File: config.mk
export PLATFORM = sky130hd
export DESIGN_NAME = shift_add_control_flat
export DESIGN_NICKNAME = d
export VERILOG_FILES = /design/src/rtl/shift_add_pkg.sv /design/src/rtl/shift_add_control_if.sv /design/src/rtl/shift_add_watchdog.sv /design/src/rtl/shift_add_control.sv /design/src/flat_wrapper.sv
export SDC_FILE = /design/constraint.sdc
export NUM_CORES = 1
export LEC_CHECK = 0
export ABC_AREA = 0
export BUFFER_PORTS_ARGS = -buffer_cell sky130_fd_sc_hd__buf_4
export CELL_PAD_IN_SITES_DETAIL_PLACEMENT = 2
export CELL_PAD_IN_SITES_GLOBAL_PLACEMENT = 2
export CORE_AREA = 2 2 39 41
export CTS_CLUSTER_DIAMETER = 100
export DETAILED_ROUTE_END_ITERATION = 10
export DIE_AREA = 0 0 41 43
export GPL_TIMING_DRIVEN = 0
export PLACE_DENSITY_LB_ADDON = 0.1
export SLEW_MARGIN = 25
export SYNTH_ARGS = -nofsm -noshare
export SYNTH_HDL_FRONTEND = slang
export SYNTH_SLANG_ARGS = --single-unit
File: constraint.sdc
create_clock -name Clk -period 1.29 [get_ports Clk]
set_input_delay 0.258 -clock Clk [delete_from_list [all_inputs] [get_ports Clk]]
set_output_delay 0.258 -clock Clk [all_outputs]
set_load 0.01 [all_outputs]
File: src/rtl/shift_add_pkg.sv
// Shared types and defaults for the shift-add multiplier control FSM.
package shift_add_pkg;

  localparam int unsigned ITERATIONS_DEFAULT = 8;
  localparam int unsigned MAX_RUN_DEFAULT    = 9;

  // The watchdog counter must be able to hold MAX_RUN itself.
  function automatic int unsigned wdog_width(input int unsigned max_run);
    return $clog2(max_run + 1);
  endfunction

  localparam int unsigned WDOG_W_DEFAULT = $clog2(MAX_RUN_DEFAULT + 1);

  typedef enum logic [2:0] {
    ST_IDLE = 3'd0,
    ST_INIT = 3'd1,
    ST_RUN  = 3'd2,
    ST_DONE = 3'd3,
    ST_ERR  = 3'd4
  } state_e;

endpackage

File: src/rtl/shift_add_control_if.sv
// Host/datapath/counter signal bundle for the shift-add control FSM.
interface shift_add_control_if;
  logic Start;
  logic M0;
  logic K;
  logic Load;
  logic Ad;
  logic Sh;
  logic Busy;
  logic Done;
  logic Err;

  modport master (
    output Start, M0, K,
    input  Load, Ad, Sh, Busy, Done, Err
  );

  modport slave (
    input  Start, M0, K,
    output Load, Ad, Sh, Busy, Done, Err
  );
endinterface

File: src/rtl/shift_add_watchdog.sv
// Saturating RUN-cycle counter; flags the RUN cycle in which MAX_RUN is reached.
module shift_add_watchdog
  import shift_add_pkg::*;
#(
  parameter int unsigned MAX_RUN = MAX_RUN_DEFAULT
) (
  input  logic Clk,
  input  logic Rst,
  input  logic clear,
  input  logic run,
  output logic expire_c
);

  localparam int unsigned CW = wdog_width(MAX_RUN);

  logic [CW-1:0] cnt;

  always_ff @(posedge Clk) begin
    if (Rst || clear) begin
      cnt <= '0;
    end else if (run && (cnt != CW'(MAX_RUN))) begin
      cnt <= cnt + CW'(1);
    end
  end

  // Expires during the MAX_RUN-th RUN cycle, so the count lands on MAX_RUN as ERR is entered.
  assign expire_c = run && (cnt >= CW'(MAX_RUN - 1));

endmodule

File: src/rtl/shift_add_control.sv
// Control FSM for the 8-bit shift-add multiplier.
// Optional watchdog/ERR state enabled by defining SHIFT_ADD_TIMEOUT_EN.
module shift_add_control
  import shift_add_pkg::*;
#(
  parameter int unsigned ITERATIONS = ITERATIONS_DEFAULT,
  parameter int unsigned MAX_RUN    = MAX_RUN_DEFAULT
) (
  input logic          Clk,
  input logic          Rst,
  shift_add_control_if.slave bus
);

  if (ITERATIONS == 0 || MAX_RUN < ITERATIONS) begin : g_bad_cfg
    $error("shift_add_control: require 0 < ITERATIONS <= MAX_RUN");
  end

  state_e state_q;
  state_e state_d;
  logic   load_q;
  logic   sh_q;
  logic   busy_q;
  logic   done_q;
  logic   wdog_expire_c;

`ifdef SHIFT_ADD_TIMEOUT_EN
  logic err_q;

  shift_add_watchdog #(
    .MAX_RUN (MAX_RUN)
  ) u_watchdog (
    .Clk      (Clk),
    .Rst      (Rst),
    .clear    (state_q == ST_INIT),
    .run      (state_q == ST_RUN),
    .expire_c (wdog_expire_c)
  );

  assign bus.Err = err_q;
`else
  assign wdog_expire_c = 1'b0;
  assign bus.Err       = 1'b0;
`endif

  // Next-state decode
  always_comb begin
    state_d = state_q;
    case (state_q)
      ST_IDLE: if (bus.Start) state_d = ST_INIT;
      ST_INIT: state_d = ST_RUN;
      ST_RUN: begin
        if (bus.K)              state_d = ST_DONE;
        else if (wdog_expire_c) state_d = ST_ERR;
      end
      ST_DONE: if (!bus.Start) state_d = ST_IDLE;
`ifdef SHIFT_ADD_TIMEOUT_EN
      ST_ERR:  state_d = ST_ERR;
`endif
      default: state_d = ST_IDLE;
    endcase
  end

  // State and registered outputs; Load is held high through reset to keep the counter cleared.
  always_ff @(posedge Clk) begin
    if (Rst) begin
      state_q <= ST_IDLE;
      load_q  <= 1'b1;
      sh_q    <= 1'b0;
      busy_q  <= 1'b0;
      done_q  <= 1'b0;
`ifdef SHIFT_ADD_TIMEOUT_EN
      err_q   <= 1'b0;
`endif
    end else begin
      state_q <= state_d;
      load_q  <= (state_d == ST_INIT);
      sh_q    <= (state_d == ST_RUN);
      busy_q  <= (state_d == ST_INIT) || (state_d == ST_RUN);
      done_q  <= (state_d == ST_DONE);
`ifdef SHIFT_ADD_TIMEOUT_EN
      err_q   <= (state_d == ST_ERR);
`endif
    end
  end

  assign bus.Load = load_q;
  assign bus.Sh   = sh_q;
  assign bus.Busy = busy_q;
  assign bus.Done = done_q;
  assign bus.Ad   = sh_q & bus.M0;

endmodule
File: src/flat_wrapper.sv
// flat-port wrapper written by rule: the top's interface ports become plain ports
module shift_add_control_flat import shift_add_pkg::*;
#(
  parameter int unsigned ITERATIONS = ITERATIONS_DEFAULT,
  parameter int unsigned MAX_RUN    = MAX_RUN_DEFAULT
)
  (Clk, Rst, bus_Start, bus_M0, bus_K, bus_Load, bus_Ad, bus_Sh, bus_Busy, bus_Done, bus_Err);
  shift_add_control_if bus_i ();
  input logic Clk;
  input logic Rst;
  input wire logic [$bits(bus_i.Start)-1:0] bus_Start;
  input wire logic [$bits(bus_i.M0)-1:0] bus_M0;
  input wire logic [$bits(bus_i.K)-1:0] bus_K;
  output wire logic [$bits(bus_i.Load)-1:0] bus_Load;
  output wire logic [$bits(bus_i.Ad)-1:0] bus_Ad;
  output wire logic [$bits(bus_i.Sh)-1:0] bus_Sh;
  output wire logic [$bits(bus_i.Busy)-1:0] bus_Busy;
  output wire logic [$bits(bus_i.Done)-1:0] bus_Done;
  output wire logic [$bits(bus_i.Err)-1:0] bus_Err;
  assign bus_i.Start = bus_Start;
  assign bus_i.M0 = bus_M0;
  assign bus_i.K = bus_K;
  assign bus_Load = bus_i.Load;
  assign bus_Ad = bus_i.Ad;
  assign bus_Sh = bus_i.Sh;
  assign bus_Busy = bus_i.Busy;
  assign bus_Done = bus_i.Done;
  assign bus_Err = bus_i.Err;
  shift_add_control #(.ITERATIONS(ITERATIONS), .MAX_RUN(MAX_RUN)) u_core (.Clk(Clk), .Rst(Rst), .bus(bus_i));
endmodule
=== Word-level counts from Yosys, hierarchy flattened ===
Cells that the tools add are included.
Widths: inputs -> output; s select.

* Equality and inequality tests: 6
* Muxes and demuxes: 4
* Bitwise operators: 1
* Reduce and logical (&&, ||, !) cells: 2

{| class="wikitable"
|+ Operator list
! kind !! count
|-
| $eq 3x2->1 const B || 4
|-
| $pmux 3 s4 || 1
|-
| $mux 3 || 3
|-
| $eq 3x1->1 const B || 2
|-
| $logic_not 3->1 || 1
|-
| $and 1x1->1 || 1
|-
| $logic_or 1x1->1 || 1
|}

* Flip-flop bits (word level): 7
* Bits of input ports: 5
* Output and inout bits: 6
* Logic and storage cells: 18

=== Longest topological paths before layout ===
Gate-level depths: netlist of run 1.

* Depth after elaboration: 4
* Mapped depth: 4
* Depth with buffers taken out: 3

=== Worst setup path before layout of run 1 ===
OpenSTA, ideal clock, no wires.

* Path type: register -> register
* Start point: reg u_core.state_q[1]
* End point: reg u_core.sh_q, in the netlist u_core.bus.Sh
* Setup time: 0.079 ns
* Arrival time: 0.819 ns
* Data required time: 1.211 ns
* Setup slack: 0.392 ns
* Stages on the path, launching flop included: 4
* Path buffers: 0
* Period minus slack after synthesis: 0.898 ns
* Cell sequence: dfxtp_1 > nor2b_4 > nand2b_2 > a211oi_2

* Longest elaborated chain between the ends: 3
* Elaborated cells on any way between the ends: 9
* Classes of those cells: 4 x eq/ne; 4 x mux; 1 x reduce/logical

{| class="wikitable"
|+ Ends and longest elaborated chain
! item !! RTL line !! text
|-
| start, declared || shift_add_control.sv:18 || <nowiki>state_e state_q;</nowiki>
|-
| start signal, assigned || shift_add_control.sv:75 || <nowiki>state_q <= state_d;</nowiki>
|-
| $eq 3x2->1 (tied with other cells) || shift_add_control.sv:48 || <nowiki>case (state_q)</nowiki>
|-
| $pmux 3 s4 * || shift_add_control.sv:48 ||
|-
| $eq 3x2->1 * || shift_add_control.sv:77 || <nowiki>sh_q <= (state_d == ST_RUN);</nowiki>
|-
| end signal, assigned || shift_add_control.sv:77 ||
|-
| end, declared || shift_add_control.sv:21 || <nowiki>logic sh_q;</nowiki>
|}

Every way passes the cells marked *; elsewhere a longest branch is shown, timed or not.
A chain may end at the register's enable or synchronous reset.

=== Worst setup path after layout of run 1 ===
* Start point: reg u_core.sh_q, in the netlist u_core.bus.Sh
* End point: out bus_Ad

* Longest elaborated chain between the ends: 1

{| class="wikitable"
|+ Ends and longest elaborated chain
! item !! RTL line !! text
|-
| $and 1x1->1 || shift_add_control.sv:90 || <nowiki>assign bus.Ad = sh_q & bus.M0;</nowiki>
|-
| end, declared || flat_wrapper.sv:15 || <nowiki>output wire logic [$bits(bus_i.Ad)-1:0] bus_Ad;</nowiki>
|}

Every way passes these cells.

==> results.cfg, run 1 <==
[outcome]
status = finished clean

[synth]
avgSynthCellArea_um2 = 10.6
yosys.area_share.xor_xnor_pct = 2.95
netlist_instances = 28
synthAdderAreaFrac_pct = 0
synth_cell_type_count = 19
synth_top_family_by_area = simple AND/OR/NAND/NOR gates
yosysWarnings = 0
ys_seq_area_share_pct = 47.3
synth_compound_area_share_pct = 16.5
netlist_area_um2 = 297
ys_ff_latch = 7
synthSimpleGateAreaFrac_pct = 22.4
synth.area.mux_share_pct = 3.38

[floorplan]
initial_utilization_pct = 21.4
die_h_um = 43
ioPinCount = 11
core_um2 = 1380
rows = 14
dieArea_um2 = 1760
die_w_um = 41

[setup_path]
cp_data_arrival_time_ns = 0.85
cp_max_fo = 2
required_ns = 1.03
start_kind = flop
max_stage_delay_ns = 0.31
path_delay_family = flip-flops
critPathCaptureType = output port
worst-path-buf-inv = 1
path_class = reg -> out
crit_chain = and2_1 > buf_4
critPathSlowestCell = dfxtp_1

[layout]
fillers = 159
drive_gt1_share_pct = 45.2
multi_input_area_um2 = 141
diodes = 0
nets = 48
areaGrowthSynthToFinish_pct = 39.7
post-route-cell-area_um2 = 414
regArea_um2 = 140
final_cells = 58

[sta]
maxSlewViolCount = 0
final_hold_viol_count = 0
finalSetupViolCount = 0
grt_setup_unrepaired = false
fin_worst_skew_ns = 0.00282
period_minus_slack_ns = 1.11
holdWs_ns = 0.227
final.period_utilization_pct = 85.9
fin_setup_tns_ns = 0
fmax_mhz = 902

[routing]
viasPerCell = 4.34
antenna_left = 0
drt_iter0_drc = 1
wirelength_um = 689
vias = 252
drt_pass1_iterations = 2
wire_per_inst_um = 11.9
drc = 0

[grt]
grt_pass1_vias = 260
grt_overflow = 0
grt_start_max_net_pins = 8
antenna_found_initial = 0
gr-usage-all-layers_pct = 10.4
grt_pass1_wl_mm = 1.16

[placement]
dp.cells = 54
gp_congestion = 0.682
io_buffers = 9
place_area_um2 = 388
hpwl_um = 551

[power]
vdd_drop_max_uv = 434
p_per_area_nw_per_um2 = 1160
leakage_uw = 0.000171

[clock_tree]
cts-root-buf = clkbuf_4
cts_resized = 0
clkTransAtPathRegs_ns = 0.05
ctsHoldBuffers = 0
post_cts_buffers = 0
ctsLongestPathBuffers = 2
worstSkewPairLatency_ns = 0.24
cts-buffers-inserted = 3
clkSinkCount = 7
htreeDepth = 1
cts_tree = built

[run]
max_cap_violations = 0

[min_path]
hold_class = in -> reg
==> flip-flops by register name, summed over array words and instances (netlist names) <==
name and cells:
u_core.bus.Sh 1, u_core.bus.Busy 1, u_core.state_q 3, u_core.bus.Done 1, u_core.bus.Load 1
==> area by class of cell <==
class	instances	area share [%]
multi-input combinational	19	34.1
sequential	7	33.8
timing repair buffer	9	16.3
clock buffer	4	6.34
tap	16	4.83
buffer	2	3.63
inverter	1	0.906
==> worst reg2reg max path, cell delays in order (launching register included) <==
cell	delay [ns]
dfxtp_1	0.44
nor2b_4	0.21
nand2b_2	0.08
a211oi_2	0.20
==> layer usage <==
| metal | up-vias | GRT usage [%] | wire length [um] |
|---|---|---|---|
| li1 | 122 | - | - |
| met1 | 120 | 9.97 | 220 |
| met2 | 8 | 17.2 | 416 |
| met3 | 2 | 3.14 | 41 |
| met4 | 0 | 8.00 | 11 |
| met5 | - | 0 | 0 |
==> stage by stage <==
step	worst slack [ns]	total power [uW]	utilization [%]
3_5_place_dp	0.270	292	28.0
5_1_grt	0.127	527	29.9
6_report	0.181	481	29.9
4_1_cts	0.167	494	29.9
3_3_place_gp	0.296	289	28.0
2_1_floorplan	0.392	264	-
==> cells by family after synthesis <==
logic type / Yosys count
AO/OA/AOI/OAI: 5
XOR/XNOR: 1
buffers and inverters: 3
flip-flops: 7
multiplexers: 1
other: 1
AND/OR/NAND/NOR: 10
==> power breakdown <==
group / internal (uW) / switching (uW)
registers: 225 / 6.50
clock network: 118 / 77.2
logic: 29.7 / 24.7
==> cell usage after synthesis <==
| library cell | n | area, um2 |
|---|---|---|
| dfxtp_1 | 7 | 140 |
| a211oi_2 | 2 | 25.0 |
| buf_4 | 2 | 15.0 |
| nor2_1 | 2 | 7.51 |
| a22oi_1 | 1 | 7.51 |
| a31o_2 | 1 | 8.76 |
| and2_1 | 1 | 6.26 |
| conb_1 | 1 | 3.75 |
| inv_1 | 1 | 3.75 |
| mux2i_1 | 1 | 10.0 |
| nand2_1 | 1 | 3.75 |
| nand2b_1 | 1 | 6.26 |
| nand2b_2 | 1 | 8.76 |
| nor2b_4 | 1 | 13.8 |
| nor3_1 | 1 | 5.00 |
| nor4_1 | 1 | 6.26 |
| nor4b_1 | 1 | 8.76 |
| o21bai_1 | 1 | 7.51 |
| xnor2_1 | 1 | 8.76 |
==> final timing paths <==
path	startpoint	endpoint	slack [ns]	cells after the start
worst max register to register	u_core.state_q[1]	u_core.bus.Sh	0.29	3
worst max-delay path	u_core.bus.Sh	bus_Ad	0.18	2
worst min register to register	u_core.state_q[1]	u_core.bus.Done	0.58	1
worst min-delay path	Rst	u_core.bus.Sh	0.23	2
==> cells in the final DEF (no fill, tap or decap) <==
master,instances
a22oi_1,1
nor4_1,1
inv_1,1
clkbuf_4,3
nor2b_4,1
a211oi_2,2
nor2_1,2
o21bai_1,1
and2_1,1
mux2i_1,1
dfxtp_1,7
nand2b_2,1
nand2_1,1
buf_4,11
nor3_1,1
nor4b_1,1
conb_1,2
a31o_2,1
clkbuf_1,1
nand2b_1,1
xnor2_1,1
Note: power is estimated with default switching activity, not from simulation.
==> inputs of run 2 (changes only) <==
- CTS_BUF_LIST: default -> sky130_fd_sc_hd__clkbuf_4 sky130_fd_sc_hd__clkbuf_8 sky130_fd_sc_hd__clkbuf_16
==> run 2 against run 1 <==
  * Global-route usage is 0.10 points lower
  * First-iteration DRC count is 100% higher
  * Total power is 5.0% higher
  * Non-clock buffer count stayed put
  * Core utilization is 0.27 points higher
  * Setup slack worse by 0.0014 ns
  * Count of clock-buffer cells in the layout stayed put
  * Largest cell class unchanged
==> results.cfg, run 2 (synthesis gave the netlist of run 1 again) <==
[layout]
post-route-cell-area_um2 = 418
areaGrowthSynthToFinish_pct = 40.9
final_cell_mix = 11 x buf_4, 7 x dfxtp_1, 4 x clkbuf_4
nets = 48
drive_gt1_share_pct = 47.6
multi_input_area_um2 = 141
layout_commonest_cell = buf_4
diodes = 0
top_register = u_core.state_q
largest_reg_flops = 3
fillers = 157
fin_util_pct = 30.2
regArea_um2 = 140

[setup_path]
critPathCaptureType = output port
path_delay_family = flip-flops
max_stage_delay_ns = 0.31
crit_end = bus_Ad
start_kind = flop
cp_max_fo = 2
worst-path-buf-inv = 1
cp.depth = 2
ff2ff_setup_slack_ns = 0.27
critPathSlowestCell = dfxtp_1
reg2regPathDepth = 3
crit_chain = and2_1 > buf_4
r2r-end = u_core.bus.Sh
required_ns = 1.03
r2r_start = u_core.state_q[1]
cp_data_arrival_time_ns = 0.85
path_class = reg -> out
worstSetupStartpoint = u_core.bus.Sh

[grt]
gr-usage-all-layers_pct = 10.3
grt_pass1_wl_mm = 1.15
grt_overflow = 0
grt_pass1_vias = 254
grt_start_max_net_pins = 8
antenna_found_initial = 0

[routing]
drt_iter0_drc = 2
vias = 251
wirelength_um = 684
antenna_left = 0
viasPerCell = 4.33
wire_per_inst_um = 11.8
drc = 0
drt_pass1_iterations = 2

[power]
vdd_drop_max_uv = 438
p_per_area_nw_per_um2 = 1210
leakage_uw = 0.000174

[sta]
grt_setup_unrepaired = false
final.period_utilization_pct = 86.0
maxSlewViolCount = 0
final_hold_viol_count = 0
fin_setup_tns_ns = 0
finalSetupViolCount = 0
fin_worst_skew_ns = 0.00233
period_minus_slack_ns = 1.11
fmax_mhz = 901

[min_path]
hold_class = in -> reg
min_path_cells = 2

[floorplan]
initial_utilization_pct = 21.4
ioPinCount = 11
rows = 14
core_um2 = 1380
die_w_um = 41
die_h_um = 43
dieArea_um2 = 1760

[clock_tree]
worstSkewPairLatency_ns = 0.24
cts_resized = 0
clkSinkCount = 7
clkTransAtPathRegs_ns = 0.06
post_cts_buffers = 0
ctsHoldBuffers = 0
htreeDepth = 1
cts_tree = built
cts-root-buf = clkbuf_4
ctsLongestPathBuffers = 2
cts-buffers-inserted = 3

[placement]
gp_congestion = 0.682
place_area_um2 = 388
hpwl_um = 551
io_buffers = 9

[outcome]
status = finished clean

[run]
max_cap_violations = 0
[run 2: power breakdown]
| group | internal (uW) | switching [uW] |
|---|---|---|
| combinational | 29.7 | 24.8 |
| clock | 139 | 79.7 |
| sequential | 225 | 6.62 |
| total | 394 | 111 |
[run 2: worst register-to-register path, cell delays in order, from the launching register on]
cell,delay (ns)
dfxtp_1,0.45
nor2b_4,0.21
nand2b_2,0.08
a211oi_2,0.20
[run 2: worst min path at each step]
stage,slack (ns),to,start
4_1_cts,0.23,u_core.bus.Sh,Rst
6_report,0.23,u_core.bus.Sh,Rst
3_3_place_gp,0.48,u_core.bus.Busy,Rst
3_5_place_dp,0.49,u_core.bus.Sh,Rst
2_1_floorplan,0.32,u_core.bus.Busy,Rst
5_1_grt,0.21,u_core.bus.Sh,Rst
[run 2: through the flow]
stage	instances	setup WS (ns)	hold WS [ns]	power (uW)
finish	58	0.180	0.225	505
detailed placement	54	0.270	0.486	292
floorplan	29	0.392	0.323	264
global route	58	0.127	0.214	548
global placement	54	0.296	0.478	289
CTS	58	0.167	0.227	512
[run 2: cell type report]
| type | count | share of cell area (%) |
|---|---|---|
| Sequential cell | 7 | 33.5 |
| Multi-Input combinational cell | 19 | 33.8 |
| Inverter | 1 | 0.898 |
| Tap cell | 16 | 4.79 |
| Timing Repair Buffer | 9 | 16.2 |
| Clock buffer | 4 | 7.19 |
| Buffer | 2 | 3.59 |
[run 2: metal layers]
| layer | wire (um) | vias up | global-route usage (%) |
|---|---|---|---|
| met2 | 400 | 8 | 16.6 |
| met4 | 11 | 0 | 8.00 |
| li1 | - | 121 | - |
| met1 | 230 | 120 | 10.3 |
| met3 | 41 | 2 | 3.14 |
| met5 | 0 | - | 0 |
==> inputs of run 3 (changes only) <==
- CELL_PAD_IN_SITES_DETAIL_PLACEMENT: 2 -> default
- CELL_PAD_IN_SITES_GLOBAL_PLACEMENT: 2 -> default
- CTS_CLUSTER_DIAMETER: 100 -> 80
- PLACE_DENSITY_LB_ADDON: 0.1 -> default
==> run 3 against run 2 <==
  * Clock power is 2% lower
  * Flip-flop and latch count stayed put
  * Core utilization stayed put
  * Count of clock-buffer cells in the layout stayed put
  * Final area stayed put
  * Total power is 1.3% lower
  * Sequential share of layout area stayed put
  * First-iteration DRC count is 50% lower
  * Setup slack better by 0.025 ns
  * Critical path type unchanged
  * Critical endpoint unchanged
==> results.cfg, run 3 (synthesis gave the netlist of run 1 again) <==
[outcome]
status = finished clean

[clock_tree]
cts-root-buf = clkbuf_4
cts-buffers-inserted = 3
post_cts_buffers = 0
clkSinkCount = 7
worstSkewPairLatency_ns = 0.25
ctsHoldBuffers = 0
htreeDepth = 1
cts_tree = built
clkTransAtPathRegs_ns = 0.05
ctsLongestPathBuffers = 2
cts_resized = 0

[layout]
areaGrowthSynthToFinish_pct = 40.9
drive_gt1_share_pct = 47.6
final_cell_mix = 11 x buf_4, 7 x dfxtp_1, 4 x clkbuf_4
top_register = u_core.state_q
multi_input_area_um2 = 141
fillers = 150
nets = 48
largest_reg_flops = 3
regArea_um2 = 140
diodes = 0
layout_commonest_cell = buf_4

[floorplan]
initial_utilization_pct = 21.4
core_um2 = 1380
dieArea_um2 = 1760
die_h_um = 43
die_w_um = 41
rows = 14
ioPinCount = 11

[sta]
final_hold_viol_count = 0
period_minus_slack_ns = 1.09
fin_setup_tns_ns = 0
fin_worst_skew_ns = 0.00179
fmax_mhz = 922
maxSlewViolCount = 0
grt_setup_unrepaired = false
finalSetupViolCount = 0
final.period_utilization_pct = 84.1

[setup_path]
worst-path-buf-inv = 1
path_delay_family = flip-flops
worstSetupStartpoint = u_core.bus.Sh
critPathSlowestCell = dfxtp_1
path_class = reg -> out
critPathCaptureType = output port
cp_max_fo = 2
r2r-end = u_core.bus.Sh
required_ns = 1.03
ff2ff_setup_slack_ns = 0.31
r2r_start = u_core.state_q[1]
crit_chain = and2_1 > buf_4
max_stage_delay_ns = 0.30
reg2regPathDepth = 3
start_kind = flop
cp_data_arrival_time_ns = 0.83

[power]
power_uw = 498
leakage_uw = 0.000174
swShare_pct = 21.0
internal-power_uw = 394
vdd_drop_max_uv = 601
switchingPower_uw = 104
p_per_area_nw_per_um2 = 1190
seq_power_share_pct = 46.4
p_clk_share_pct = 43.0
combPwrFrac_pct = 10.6

[routing]
drt_pass1_iterations = 4
viasPerCell = 3.95
drt_iter0_drc = 1
antenna_left = 0
drc = 0
wire_per_inst_um = 7.97
wirelength_um = 462
vias = 229

[min_path]
hold_start = Rst
whs_endpoint = u_core.bus.Sh
hold_class = in -> reg
min_path_cells = 2

[grt]
grt_overflow = 0
grt_pass1_vias = 201
grt_start_max_net_pins = 8
antenna_found_initial = 0
grt_pass1_wl_um = 828
gr-usage-all-layers_pct = 7.06

[run]
max_cap_violations = 0

[placement]
gp_congestion = 0.744
io_buffers = 9
## run 3: worst max path at each step
stage                          to  cells after the start
finish                     bus_Ad                      2
detailed placement  u_core.bus.Sh                      3
CTS                        bus_Ad                      2
global route               bus_Ad                      2
global placement    u_core.bus.Sh                      3
floorplan           u_core.bus.Sh                      3
## run 3: layout make-up
class,instances,share of cell area [%]
Inverter,1,0.898
Tap cell,16,4.79
Clock buffer,4,7.19
Sequential cell,7,33.5
Timing Repair Buffer,9,16.2
Buffer,2,3.59
Multi-Input combinational cell,19,33.8
## run 3: metal layers
metal	GRT usage (%)	up-vias	wire (um)
met5	0	-	0
met1	9.77	99	196
met4	0	0	0
li1	-	122	-
met2	8.75	8	217
met3	6.28	0	49
## run 3: power by group through the flow
stage	registers, uW	clock network [uW]	logic (uW)
finish	231	214	53.0
global placement	235	0	52.8
global route	231	245	58.5
detailed placement	235	0	53.2
CTS	231	224	53.4
floorplan	237	0	26.8
## run 3: metrics by stage
step	cells	hold WS (ns)	utilization, %	area, um2	setup WS (ns)
floorplan	29	0.323	-	300	0.392
global placement	54	0.471	28.0	388	0.317
detailed placement	54	0.475	28.0	388	0.316
CTS	58	0.210	30.2	418	0.193
global route	58	0.207	30.2	418	0.158
finish	58	0.219	30.2	418	0.205
## run 3: worst register-to-register path: cells and delay by family, from the launching register on
family,cells,cell delay (ns)
AND/OR/NAND/NOR,2,0.28
AO/OA/AOI/OAI,1,0.20
flip-flops,1,0.43
